[config.mk]
export PLATFORM = sky130hd
export DESIGN_NAME = uart_tx_flat
export DESIGN_NICKNAME = d
export VERILOG_FILES = /design/src/rtl/uart_pkg.sv /design/src/rtl/uart_tx_if.sv /design/src/rtl/sync_fifo_fwft_with_clear.sv /design/src/rtl/uart_tx.sv /design/src/flat_wrapper.sv
export SDC_FILE = /design/constraint.sdc
export NUM_CORES = 1
export LEC_CHECK = 0
export BUFFER_PORTS_ARGS = -buffer_cell sky130_fd_sc_hd__buf_2
export CAP_MARGIN = 10
export CORE_ASPECT_RATIO = 0.75
export CORE_MARGIN = 8
export CORE_UTILIZATION = 29
export DETAILED_ROUTE_END_ITERATION = 8
export GPL_TIMING_DRIVEN = 0
export HOLD_SLACK_MARGIN = 0.08
export PLACE_DENSITY = 0.42
export SYNTH_ARGS = -nofsm -noshare
export SYNTH_HDL_FRONTEND = slang
export SYNTH_SLANG_ARGS = --single-unit
[constraint.sdc]
create_clock -name clk -period 3 [get_ports clk]
set_input_delay 0.3 -clock clk [delete_from_list [all_inputs] [get_ports clk]]
set_output_delay 0.3 -clock clk [all_outputs]
set_load 0.05 [all_outputs]
[src/rtl/uart_pkg.sv]
// Shared UART definitions: transmit state encoding and the configuration
// encoding used by both the transmit and receive paths.
package uart_pkg;

   localparam int UART_BYTE_W        = 8;
   localparam int UART_MIN_DATA_BITS = 5;

   // Parity seed encoding (i_parity)
   localparam logic PARITY_EVEN = 1'b0;
   localparam logic PARITY_ODD  = 1'b1;

   // Data-bit encoding (i_data_bits = number of data bits minus 5)
   localparam logic [1:0] DATA_BITS_5 = 2'd0;
   localparam logic [1:0] DATA_BITS_6 = 2'd1;
   localparam logic [1:0] DATA_BITS_7 = 2'd2;
   localparam logic [1:0] DATA_BITS_8 = 2'd3;

   // Stop-bit encoding (i_stop_bits)
   localparam logic STOP_BITS_1 = 1'b0;
   localparam logic STOP_BITS_2 = 1'b1;

   typedef enum logic [2:0] {
      IDLE        = 3'd0,
      SEND_START  = 3'd1,
      SEND_DATA   = 3'd2,
      SEND_PARITY = 3'd3,
      SEND_STOP0  = 3'd4,
      SEND_STOP1  = 3'd5
   } tx_state_t;

   // Index of the last data bit of a frame for a given data-bit encoding.
   function automatic logic [2:0] last_bit_index(input logic [1:0] data_bits);
      return 3'(UART_MIN_DATA_BITS - 1) + {1'b0, data_bits};
   endfunction

endpackage

[src/rtl/uart_tx_if.sv]
// Byte-write side of the UART transmitter: the register block pushes bytes
// and observes FIFO status and overflow through this bundle.
interface uart_tx_if;
   import uart_pkg::*;

   logic                   i_fifo_wr_en;
   logic [UART_BYTE_W-1:0] i_fifo_wr_data;
   logic                   o_fifo_full;
   logic                   o_fifo_empty;
   logic                   o_overflow_error;

   modport master (
      output i_fifo_wr_en,
      output i_fifo_wr_data,
      input  o_fifo_full,
      input  o_fifo_empty,
      input  o_overflow_error
   );

   modport slave (
      input  i_fifo_wr_en,
      input  i_fifo_wr_data,
      output o_fifo_full,
      output o_fifo_empty,
      output o_overflow_error
   );

endinterface

[src/rtl/sync_fifo_fwft_with_clear.sv]
// Synchronous first-word-fall-through FIFO with a synchronous flush.
// The head entry is visible on o_rd_data whenever o_empty is low; a write
// while full is dropped, and a clear discards all entries.
module sync_fifo_fwft_with_clear #(
   parameter int DATA_WIDTH            = 8,
   parameter int DEPTH                 = 16,
   parameter int EXTRA_OUTPUT_REGISTER = 0
) (
   input  logic                  clk,
   input  logic                  rst_n,
   input  logic                  i_clear,
   input  logic                  i_wr_en,
   input  logic [DATA_WIDTH-1:0] i_wr_data,
   input  logic                  i_rd_en,
   output logic [DATA_WIDTH-1:0] o_rd_data,
   output logic                  o_full,
   output logic                  o_empty
);

   localparam int          AW      = $clog2(DEPTH);
   localparam logic [AW:0] PTR_ONE = {{AW{1'b0}}, 1'b1};

   logic [DATA_WIDTH-1:0] mem [DEPTH];
   logic [AW:0]           wr_ptr;
   logic [AW:0]           rd_ptr;
   logic [AW:0]           rd_ptr_nxt;
   logic                  wr_ok;
   logic                  rd_ok;

   // Pointers carry one wrap bit so full and empty are distinguishable.
   assign o_empty    = (wr_ptr == rd_ptr);
   assign o_full     = (wr_ptr[AW-1:0] == rd_ptr[AW-1:0]) && (wr_ptr[AW] != rd_ptr[AW]);
   assign wr_ok      = i_wr_en && !o_full && !i_clear;
   assign rd_ok      = i_rd_en && !o_empty;
   assign rd_ptr_nxt = rd_ptr + (rd_ok ? PTR_ONE : '0);

   // Pointer update; clear and reset both return the FIFO to empty.
   always_ff @(posedge clk) begin
      if (!rst_n || i_clear) begin
         wr_ptr <= '0;
         rd_ptr <= '0;
      end else begin
         if (wr_ok) begin
            wr_ptr <= wr_ptr + PTR_ONE;
         end
         rd_ptr <= rd_ptr_nxt;
      end
   end

   // Storage write; contents are data and need no reset.
   always_ff @(posedge clk) begin
      if (wr_ok) begin
         mem[wr_ptr[AW-1:0]] <= i_wr_data;
      end
   end

   generate
      if (EXTRA_OUTPUT_REGISTER == 0) begin : g_direct_out
         assign o_rd_data = mem[rd_ptr[AW-1:0]];
      end else begin : g_reg_out
         logic [DATA_WIDTH-1:0] rd_q;
         // Preload the next head, bypassing a write that lands on it.
         always_ff @(posedge clk) begin
            if (wr_ok && (wr_ptr[AW-1:0] == rd_ptr_nxt[AW-1:0])) begin
               rd_q <= i_wr_data;
            end else begin
               rd_q <= mem[rd_ptr_nxt[AW-1:0]];
            end
         end
         assign o_rd_data = rd_q;
      end
   endgenerate

endmodule

[src/rtl/uart_tx.sv]
// UART transmitter: queues bytes in a FWFT FIFO and serialises each one as
// start bit, 5-8 data bits LSB first, optional parity and 1 or 2 stop bits,
// advancing one bit per baud strobe. Line, strobe enable and busy are
// registered straight from the next-state values.
module uart_tx
   import uart_pkg::*;
#(
   parameter int FIFO_DEPTH = 16
) (
   input  logic       clk,
   input  logic       rst_n,
   input  logic       i_parity,
   input  logic [1:0] i_data_bits,
   input  logic       i_stop_bits,
   input  logic       i_use_parity,
   input  logic       i_fifo_clear,
   uart_tx_if.slave   fifo_if,
   input  logic       i_tx_strb,
   output logic       o_tx_strb_en,
   output logic       o_uart_tx,
   output logic       o_busy
);

   tx_state_t              state_q,  state_nxt;
   logic [UART_BYTE_W-1:0] shreg_q,  shreg_nxt;
   logic                   acc_q,    acc_nxt;
   logic [2:0]             cnt_q,    cnt_nxt;
   logic [2:0]             last_q,   last_nxt;
   logic                   par_en_q, par_en_nxt;
   logic                   stop2_q,  stop2_nxt;
   logic                   tx_nxt;
   logic                   strb_en_nxt;
   logic                   ovf_q;

   logic                   fifo_rd_en;
   logic [UART_BYTE_W-1:0] fifo_rd_data;
   logic                   fifo_full;
   logic                   fifo_empty;

   sync_fifo_fwft_with_clear #(
      .DATA_WIDTH            (UART_BYTE_W),
      .DEPTH                 (FIFO_DEPTH),
      .EXTRA_OUTPUT_REGISTER (0)
   ) u_fifo (
      .clk       (clk),
      .rst_n     (rst_n),
      .i_clear   (i_fifo_clear),
      .i_wr_en   (fifo_if.i_fifo_wr_en),
      .i_wr_data (fifo_if.i_fifo_wr_data),
      .i_rd_en   (fifo_rd_en),
      .o_rd_data (fifo_rd_data),
      .o_full    (fifo_full),
      .o_empty   (fifo_empty)
   );

   assign fifo_if.o_fifo_full      = fifo_full;
   assign fifo_if.o_fifo_empty     = fifo_empty;
   assign fifo_if.o_overflow_error = ovf_q;

   // Frame sequencing: pop and latch configuration in IDLE, then walk the bits on each strobe.
   always_comb begin
      state_nxt  = state_q;
      shreg_nxt  = shreg_q;
      acc_nxt    = acc_q;
      cnt_nxt    = cnt_q;
      last_nxt   = last_q;
      par_en_nxt = par_en_q;
      stop2_nxt  = stop2_q;
      fifo_rd_en = 1'b0;

      case (state_q)
         IDLE: begin
            if (!fifo_empty) begin
               fifo_rd_en = 1'b1;
               shreg_nxt  = fifo_rd_data;
               last_nxt   = last_bit_index(i_data_bits);
               par_en_nxt = i_use_parity;
               stop2_nxt  = i_stop_bits;
               acc_nxt    = i_parity;
               state_nxt  = SEND_START;
            end
         end
         SEND_START: begin
            if (i_tx_strb) begin
               cnt_nxt   = 3'd0;
               state_nxt = SEND_DATA;
            end
         end
         SEND_DATA: begin
            if (i_tx_strb) begin
               acc_nxt   = acc_q ^ shreg_q[0];
               shreg_nxt = {1'b0, shreg_q[UART_BYTE_W-1:1]};
               cnt_nxt   = cnt_q + 3'd1;
               if (cnt_q == last_q) begin
                  state_nxt = par_en_q ? SEND_PARITY : SEND_STOP0;
               end
            end
         end
         SEND_PARITY: begin
            if (i_tx_strb) begin
               state_nxt = SEND_STOP0;
            end
         end
         SEND_STOP0: begin
            if (i_tx_strb) begin
               state_nxt = stop2_q ? SEND_STOP1 : IDLE;
            end
         end
         SEND_STOP1: begin
            if (i_tx_strb) begin
               state_nxt = IDLE;
            end
         end
         default: begin
            state_nxt = IDLE;
         end
      endcase
   end

   // Line level and strobe enable for the coming cycle; the enable is held
   // through the single IDLE cycle between back-to-back frames so the baud
   // counter keeps running.
   always_comb begin
      case (state_nxt)
         SEND_START:  tx_nxt = 1'b0;
         SEND_DATA:   tx_nxt = shreg_nxt[0];
         SEND_PARITY: tx_nxt = acc_nxt;
         default:     tx_nxt = 1'b1;
      endcase
      strb_en_nxt = (state_nxt != IDLE) ||
                    ((state_q != IDLE) && !fifo_empty && !i_fifo_clear);
   end

   // Control state and registered outputs.
   always_ff @(posedge clk) begin
      if (!rst_n) begin
         state_q      <= IDLE;
         o_uart_tx    <= 1'b1;
         o_tx_strb_en <= 1'b0;
         o_busy       <= 1'b0;
         ovf_q        <= 1'b0;
      end else begin
         state_q      <= state_nxt;
         o_uart_tx    <= tx_nxt;
         o_tx_strb_en <= strb_en_nxt;
         o_busy       <= (state_nxt != IDLE);
         ovf_q        <= fifo_if.i_fifo_wr_en && fifo_full;
      end
   end

   // Frame datapath and latched configuration; always loaded before use.
   always_ff @(posedge clk) begin
      shreg_q  <= shreg_nxt;
      acc_q    <= acc_nxt;
      cnt_q    <= cnt_nxt;
      last_q   <= last_nxt;
      par_en_q <= par_en_nxt;
      stop2_q  <= stop2_nxt;
   end

endmodule

[src/flat_wrapper.sv]
// flat-port wrapper written by rule: the top's interface ports become plain ports
module uart_tx_flat import uart_pkg::*;
#(
   parameter int FIFO_DEPTH = 16
)
  (clk, rst_n, i_parity, i_data_bits, i_stop_bits, i_use_parity, i_fifo_clear, i_tx_strb, o_tx_strb_en, o_uart_tx, o_busy, fifo_if_i_fifo_wr_en, fifo_if_i_fifo_wr_data, fifo_if_o_fifo_full, fifo_if_o_fifo_empty, fifo_if_o_overflow_error);
  uart_tx_if fifo_if_i ();
  input  logic clk;
  input  logic rst_n;
  input  logic i_parity;
  input  logic [1:0] i_data_bits;
  input  logic i_stop_bits;
  input  logic i_use_parity;
  input  logic i_fifo_clear;
  input  logic i_tx_strb;
  output logic o_tx_strb_en;
  output logic o_uart_tx;
  output logic o_busy;
  input wire logic [$bits(fifo_if_i.i_fifo_wr_en)-1:0] fifo_if_i_fifo_wr_en;
  input wire logic [$bits(fifo_if_i.i_fifo_wr_data)-1:0] fifo_if_i_fifo_wr_data;
  output wire logic [$bits(fifo_if_i.o_fifo_full)-1:0] fifo_if_o_fifo_full;
  output wire logic [$bits(fifo_if_i.o_fifo_empty)-1:0] fifo_if_o_fifo_empty;
  output wire logic [$bits(fifo_if_i.o_overflow_error)-1:0] fifo_if_o_overflow_error;
  assign fifo_if_i.i_fifo_wr_en = fifo_if_i_fifo_wr_en;
  assign fifo_if_i.i_fifo_wr_data = fifo_if_i_fifo_wr_data;
  assign fifo_if_o_fifo_full = fifo_if_i.o_fifo_full;
  assign fifo_if_o_fifo_empty = fifo_if_i.o_fifo_empty;
  assign fifo_if_o_overflow_error = fifo_if_i.o_overflow_error;
  uart_tx #(.FIFO_DEPTH(FIFO_DEPTH)) u_core (.clk(clk), .rst_n(rst_n), .i_parity(i_parity), .i_data_bits(i_data_bits), .i_stop_bits(i_stop_bits), .i_use_parity(i_use_parity), .i_fifo_clear(i_fifo_clear), .fifo_if(fifo_if_i), .i_tx_strb(i_tx_strb), .o_tx_strb_en(o_tx_strb_en), .o_uart_tx(o_uart_tx), .o_busy(o_busy));
endmodule
==> results of run 1 <==
==> worst max-delay path by stage <==
stage,start,to,slack (ns),depth (start not counted)
final,u_core.u_fifo.wr_ptr[3],u_core.u_fifo.mem[6][0],0.20,6
after floorplan,u_core.u_fifo.wr_ptr[2],u_core.u_fifo.mem[0][0],0.75,6
after global routing,u_core.u_fifo.wr_ptr[3],u_core.u_fifo.mem[6][7],0.05,6
after global placement,u_core.u_fifo.rd_ptr[2],u_core.u_fifo.mem[2][2],-0.38,6
after CTS,u_core.u_fifo.wr_ptr[3],u_core.u_fifo.mem[8][5],0.05,6
after detailed placement,u_core.u_fifo.wr_ptr[3],u_core.u_fifo.mem[8][2],0.08,6
==> metal layers <==
| metal | up-vias | share of wire |
|---|---|---|
| met5 | - | 0 |
| met4 | 0 | 0.011 |
| met3 | 12 | 0.041 |
| met2 | 53 | 0.46 |
| met1 | 1828 | 0.49 |
| li1 | 1585 | - |
==> registers in the layout, indices dropped and copies added (netlist names) <==
name,flops
u_core.stop2_q,1
u_core.state_q,3
u_core.acc_q,1
u_core.o_busy,1
u_core.u_fifo.mem,128
u_core.u_fifo.wr_ptr,5
u_core.o_uart_tx,1
u_core.cnt_q,3
u_core.o_tx_strb_en,1
u_core.par_en_q,1
u_core.fifo_if.o_overflow_error,1
u_core.shreg_q,8
u_core.last_q,2
u_core.u_fifo.rd_ptr,5
==> power by group through the flow <==
stage | Clock (mW) | Sequential [mW] | Combinational [mW]
detailed placement | 0 | 2.57 | 0.373
global placement | 0 | 2.57 | 0.363
global route | 2.24 | 2.53 | 0.410
finish | 2.10 | 2.52 | 0.374
CTS | 2.15 | 2.52 | 0.378
floorplan | 0 | 2.60 | 0.222
==> layout make-up <==
| class | instances | area, µm² |
|---|---|---|
| fillers | 2173 | 14900 |
| flip-flops and latches | 161 | 4644 |
| clock buffers | 17 | 425.4 |
| well taps | 300 | 375.4 |
| repair buffers | 33 | 225.2 |
| clock inverters | 15 | 148.9 |
| inverters | 13 | 48.80 |
| plain buffers | 19 | 113.9 |
| multi-input cells | 173 | 1879 |
==> logic make-up after synthesis <==
logic type	count (synthesis)	share of synthesized area
adders and majority gates	7	0.01316
and+or+nand+nor	73	0.05735
DFF	161	0.6980
xor gates and xnor gates	15	0.01974
AOI/OAI and AO/OA	37	0.04212
buffers and inverters	32	0.02444
muxes	41	0.1452
==> timing repair <==
action | CTS | global route
hold endpoints to repair | 4 | 0
gates resized for setup | 0 | 5
hold buffers | 4 | 0
setup endpoints to repair | 0 | 32
==> worst max-delay path: cells and delay by family (launching register included) <==
family          cells  cell delay, ns
flops               1            0.30
buf+inv             1            0.24
compound gates      1            0.46
xor+xnor            1            0.14
simple gates        3            1.27
==> placed cells by master (no fill, tap or decap), drive strengths merged, types with 3 or more instances in the layout <==
cell type / n
o41ai: 3
dlygate4sd3: 4
clkbuf: 25
nand2: 8
dfxtp: 19
a22o: 6
xnor2: 8
ha: 7
nand2b: 7
inv: 19
edfxtp: 142
clkinvlp: 3
buf: 40
xor2: 7
nor3: 8
and3: 4
o21ai: 3
mux4: 39
nor2: 26
clkinv: 6
nor2b: 4
a21oi: 7
nand3: 4
==> metrics by stage <==
| stage | hold WS [ns] | setup slack [ns] | setup TNS, ns | area (µm²) |
|---|---|---|---|---|
| floorplan | 0.3989 | 0.7464 | 0 | 6654 |
| global placement | 0.4795 | -0.3846 | -8.037 | 7139 |
| detailed placement | 0.4781 | 0.07515 | 0 | 7234 |
| CTS | 0.1505 | 0.05252 | 0 | 7849 |
| global route | 0.1678 | 0.04903 | 0 | 7861 |
| finish | 0.1658 | 0.2027 | 0 | 7861 |
==> impl_summary.log, run 1 <==
INFO  metric status = finished clean
INFO  metric synth-main-ff-cell = edfxtp_1
INFO  metric synth_common_cells = edfxtp_1, nor2_1, mux4_2, dfxtp_1, mux4_1
INFO  metric seq_area_frac_synth = 0.6980
INFO  metric period_needed = 2.797 ns
INFO  metric yosys-top-cells-area = edfxtp_1, mux4_1, mux4_2
INFO  metric antenna_violations_before_repair = 1
INFO  metric synthArstFlopShare = 0
INFO  metric vias = 3478
INFO  metric unrepaired_setup_endpoints_after_global_routing = false
INFO  metric rows = 48
INFO  metric min_delay_worst_endpoint = u_core.o_busy
INFO  metric max-vdd-ir-drop = 489.7 µV
INFO  metric boundaryPins = 24
INFO  metric antenna_violating_nets_post_route = 0
INFO  metric worst_reg2reg_path_startpoint = u_core.u_fifo.wr_ptr[3]
INFO  metric drt-wirelength-per-cell = 21.32 µm
INFO  metric worstHoldPathCells = 3
INFO  metric layout-drive-gt1-share = 0.2436
INFO  metric busiest_layer = met2
INFO  metric grt_start_max_net_pins = 18
INFO  metric final-setup-viol-count = 0
INFO  metric clock_network_fraction_of_design_power = 0.420
INFO  metric numCtsBuffers = 17
INFO  metric critical_path.startpoint_type = flip-flop
INFO  metric end_kind = flip-flop
INFO  metric post_synthesis_net_count = 391
INFO  metric grt_pass1_wl = 23250 µm
INFO  metric grt_pass1_vias = 3611
INFO  metric p_sw_frac = 0.2514
INFO  metric synth_area_per_inst = 18.18 µm²
INFO  metric yosysWarningCount = 0
INFO  metric dr.pass1.iters = 4
INFO  metric worst_r2r_endpoint = u_core.u_fifo.mem[6][0]
INFO  metric antenna_diode_count = 0
INFO  metric final_cell_count_no_fill = 731
INFO  metric maxSlewViolCount = 0
INFO  metric die_w = 190.9 µm
INFO  metric htreeDepth = 4
INFO  metric tritoncts_num_sinks = 161
INFO  metric detail_route.drc_violations = 0
INFO  metric grt_util_met3 = 0.03245
INFO  metric yosysUniqueCellTypes = 52
INFO  metric area_growth = 18.15%
INFO  metric share_comb_of_total_power = 0.075
INFO  metric hold_path.class = primary input to flip-flop
INFO  metric p_switching = 1.256 mW
INFO  metric min_period_over_period = 0.9324
INFO  metric yosys.area.top_type = edfxtp_1
INFO  metric power_per_cell_area = 635.7 nW/µm²
INFO  metric number_of_buffers_inserted_by_post_cts_setup_repair = 0
INFO  metric clock_slew_seen_by_the_registers_of_the_worst_setup_and_hold_paths = 0.07 ns
INFO  metric hold_path_startpoint = rst_n
INFO  metric fp.coreArea = 22760 µm²
INFO  metric power.internal = 3.742 mW
INFO  metric synth.cell_area = 6654 µm²
INFO  metric timing.critical_path.fanout_max = 10
INFO  metric worstSkewPairLatency = 0.43 ns
INFO  metric crit_required = 3.05 ns
INFO  metric ffs_latches_synth = 161
INFO  metric final_util = 0.3454
INFO  metric grt_remaining_overflow = 0
INFO  metric post_drt_via_cell_ratio = 4.758
INFO  metric cp_cell_sequence = buf_2, xnor2_1, and4_1, a211oi_1, nand2_1, nor2_1
INFO  metric globalRouteTotalUtil = 0.1149
INFO  metric reg2reg_depth = 6
INFO  metric die-height = 147.2 µm
INFO  metric max_freq = 357.5 MHz
INFO  metric die-area = 28100 µm²
INFO  metric worst-endpoint-arrival = 2.85 ns
INFO  metric grt_use_met1 = 0.1615
INFO  metric cts_root_buffer = clkbuf_16
INFO  metric seq_power_share = 0.505
INFO  metric hpwl = 10240 µm
INFO  metric place.gp.congestion = 0.7158
INFO  metric number_of_buffers_between_clock_root_and_the_deepest_sink = 2
INFO  metric total_wirelength_of_the_detailed_routed_design = 15580 µm
INFO  metric critical-path-max-stage-delay = 0.81 ns
INFO  metric syn-instance-count = 366
INFO  metric leakagePower = 2.582 nW
INFO  metric place_inst = 695
INFO  metric synth_enable_flop_cells = 142
INFO  metric slowest_stage = nor2_1
INFO  metric skew = 0.009051 ns
INFO  metric final_net_count = 443
INFO  metric regToRegSetupSlack = 0.20 ns
INFO  metric port_buffers = 22
INFO  metric groute.layer.met2.usage = 0.1706
INFO  metric start_util = 0.2923
INFO  metric drv_cap = 0
INFO  metric total_power = 4.998 mW
INFO  metric timing.max_slew.rel_slack = 0.2800
INFO  metric worst_max_slew_pin_slew = 1.076 ns
INFO  metric clock_tree_from_tritoncts = done
INFO  metric final_hold_viol_count = 0
INFO  metric detail_route.iter0.violations = 231
INFO  metric synthMostInstantiatedCell = edfxtp_1
INFO  metric synth.top_cell.area_share = 0.6408
INFO  metric critPathKind = flip-flop to flip-flop
Note: power is estimated with default switching activity, not from simulation.
==> run 2: changes to the inputs <==
Settings changed: CORE_ASPECT_RATIO 0.75 to not set, SLEW_MARGIN set to 15.
==> run 2 against run 1 <==
Effect of this change:
- clock power grew 2%
- clock-buffer cell count stayed put
- fmax grew 6.3%
- clock skew rose by 0.0028 ns
- global-route usage down 0.27 points
- sequential share of layout area up 0.40 points
- via count fell by 2.5%
- register-to-register slack better by 0.17 ns
==> impl_summary.log, run 2 (synthesized netlist as in run 1, its figures left out) <==
INFO  metric worst-endpoint-arrival = 2.68 ns
INFO  metric reg2reg_depth = 6
INFO  metric timing.max_slew.rel_slack = 0.3213
INFO  metric boundaryPins = 24
INFO  metric start_util = 0.2948
INFO  metric final_common_cell = edfxtp_1
INFO  metric hold_path_startpoint = rst_n
INFO  metric worstSkewPairLatency = 0.42 ns
INFO  metric cts_root_buffer = clkbuf_16
INFO  metric max-vdd-ir-drop = 254.0 µV
INFO  metric detail_route.drc_violations = 0
INFO  metric worst_r2r_endpoint = u_core.u_fifo.mem[12][1]
INFO  metric finish.instance_area = 7809 µm²
INFO  metric clock_slew_seen_by_the_registers_of_the_worst_setup_and_hold_paths = 0.07 ns
INFO  metric detail_route.iter0.violations = 216
INFO  metric timing.critical_path.fanout_max = 10
INFO  metric rows = 55
INFO  metric critical_path.startpoint_type = flip-flop
INFO  metric worst-path-buf-inv = 1
INFO  metric largest_register_ffs = 128
INFO  metric hpwl = 9683 µm
INFO  metric maxSlewViolCount = 0
INFO  metric unrepaired_setup_endpoints_after_global_routing = false
INFO  metric status = finished clean
INFO  metric worst_max_slew_pin_slew = 1.014 ns
INFO  metric critPathKind = flip-flop to flip-flop
INFO  metric grt_start_max_net_pins = 17
INFO  metric hold_path.class = primary input to flip-flop
INFO  metric final_net_count = 440
INFO  metric worstHoldPathCells = 3
INFO  metric die_w = 167.5 µm
INFO  metric drt-wirelength-per-cell = 21.10 µm
INFO  metric dr.pass1.iters = 4
INFO  metric drt-met1-wl = 6960 µm
INFO  metric tritoncts_num_sinks = 161
INFO  metric antenna_diode_count = 0
INFO  metric crit_required = 3.05 ns
INFO  metric topRoutingLayerUsed = met4
INFO  metric layout.filler_cells = 2158
INFO  metric grt_pass1_wl = 22780 µm
INFO  metric cp_cell_sequence = buf_2, xnor2_1, and4_1, a211oi_1, nand2_1, nor2_2
INFO  metric multiInputGateArea = 1892 µm²
INFO  metric total_wirelength_of_the_detailed_routed_design = 15040 µm
INFO  metric leakagePower = 2.568 nW
INFO  metric max_freq = 380.2 MHz
INFO  metric ff_latch_area = 4644 µm²
INFO  metric total_power = 5.027 mW
INFO  metric layout-drive-gt1-share = 0.2477
INFO  metric globalRouteTotalUtil = 0.1122
INFO  metric worst_reg2reg_path_startpoint = u_core.u_fifo.wr_ptr[3]
INFO  metric slowest_stage = nor2_2
INFO  metric placement.cell_area = 7188 µm²
INFO  metric wl_met3 = 491 µm
INFO  metric die-height = 167.5 µm
INFO  metric min_delay_worst_endpoint = u_core.o_busy
INFO  metric place.gp.congestion = 0.7525
INFO  metric drv_cap = 0
INFO  metric detailroute.wirelength.met2 = 7487 µm
INFO  metric clock_tree_from_tritoncts = done
INFO  metric htreeDepth = 4
INFO  metric final-setup-viol-count = 0
INFO  metric critPathTopFamily = simple AND/OR/NAND/NOR gates
INFO  metric min_period_over_period = 0.8768
INFO  metric numCtsBuffers = 17
INFO  metric vias = 3390
INFO  metric number_of_buffers_between_clock_root_and_the_deepest_sink = 2
INFO  metric die-area = 28050 µm²
INFO  metric finalHoldWorstSlack = 0.1718 ns
INFO  metric grt_pass1_vias = 3622
INFO  metric grt_remaining_overflow = 0
INFO  metric final_hold_viol_count = 0
INFO  metric power_per_cell_area = 643.8 nW/µm²
INFO  metric post_drt_via_cell_ratio = 4.755
INFO  metric regToRegSetupSlack = 0.37 ns
INFO  metric critical-path-max-stage-delay = 0.63 ns
INFO  metric antenna_violations_before_repair = 0
INFO  metric end_kind = flip-flop
INFO  metric skew = 0.01184 ns
INFO  metric period_needed = 2.630 ns
INFO  metric area_growth = 17.36%
INFO  metric fp.coreArea = 22570 µm²
INFO  metric port_buffers = 22
INFO  metric critPathLaunch = u_core.u_fifo.wr_ptr[3]
INFO  metric final_util = 0.3460
INFO  metric antenna_violating_nets_post_route = 0
INFO  metric most-common-layout-cells = edfxtp_1, buf_2, mux4_2
-- run 2: cell types whose count changed in the layout (fill, tap and decap cells not counted) --
cell | before | now
buf_6 | 10 | 4
bufinv_16 | 0 | 1
clkinvlp_4 | 3 | 2
nor2_1 | 21 | 16
inv_6 | 2 | 5
buf_4 | 3 | 6
clkinv_1 | 0 | 1
clkinv_2 | 1 | 2
clkinv_8 | 2 | 0
nor2_2 | 5 | 10
clkinv_4 | 3 | 0
-- run 2: tightest hold or removal path: stages --
cell and delay, ns:
buf_2 0.14, o41ai_2 0.07, inv_1 0.04
-- run 2: power by group --
group	switching [mW]	internal (mW)
clock	0.963	1.17
sequential	0.0276	2.50
combinational	0.223	0.144
-- run 2: layout make-up --
| type | count | area share |
|---|---|---|
| flip-flops and latches | 161 | 0.5948 |
| clock inverters | 15 | 0.01891 |
| multi-input cells | 173 | 0.2423 |
| inverters | 13 | 0.006249 |
| plain buffers | 19 | 0.01458 |
| clock buffers | 17 | 0.05448 |
| repair buffers | 30 | 0.02307 |
| well taps | 285 | 0.04567 |
-- run 2: worst max-delay path by stage --
stage                                          end  cells after the start  slack (ns)
after floorplan            u_core.u_fifo.mem[0][0]                      6        0.75
after global routing      u_core.u_fifo.mem[13][4]                      6        0.16
after CTS                  u_core.u_fifo.mem[4][0]                      6        0.13
after global placement     u_core.u_fifo.mem[1][1]                      6       -0.33
final                     u_core.u_fifo.mem[12][1]                      6        0.37
after detailed placement   u_core.u_fifo.mem[4][1]                      6        0.15
-- run 2: metal layers --
layer | vias to the layer above | GRT usage
met4 | 0 | 0.02795
li1 | 1587 | -
met3 | 8 | 0.02986
met2 | 44 | 0.1868
met5 | - | 0
met1 | 1751 | 0.1432
-- run 2: repair_timing --
action / CTS / global route
endpoints found under the setup margin: 0 / 24
setup buffers: 0 / 0
endpoints found under the hold margin: 4 / 0
gates resized for setup: 0 / 3
hold buffers: 4 / 0
-- run 2: metrics by stage --
step,TNS (ns),setup WS (ns),instances
floorplan,0,0.7464,366
global placement,-7.782,-0.3342,673
detailed placement,0,0.1507,677
CTS,0,0.1304,713
global route,0,0.1568,713
finish,0,0.3696,713
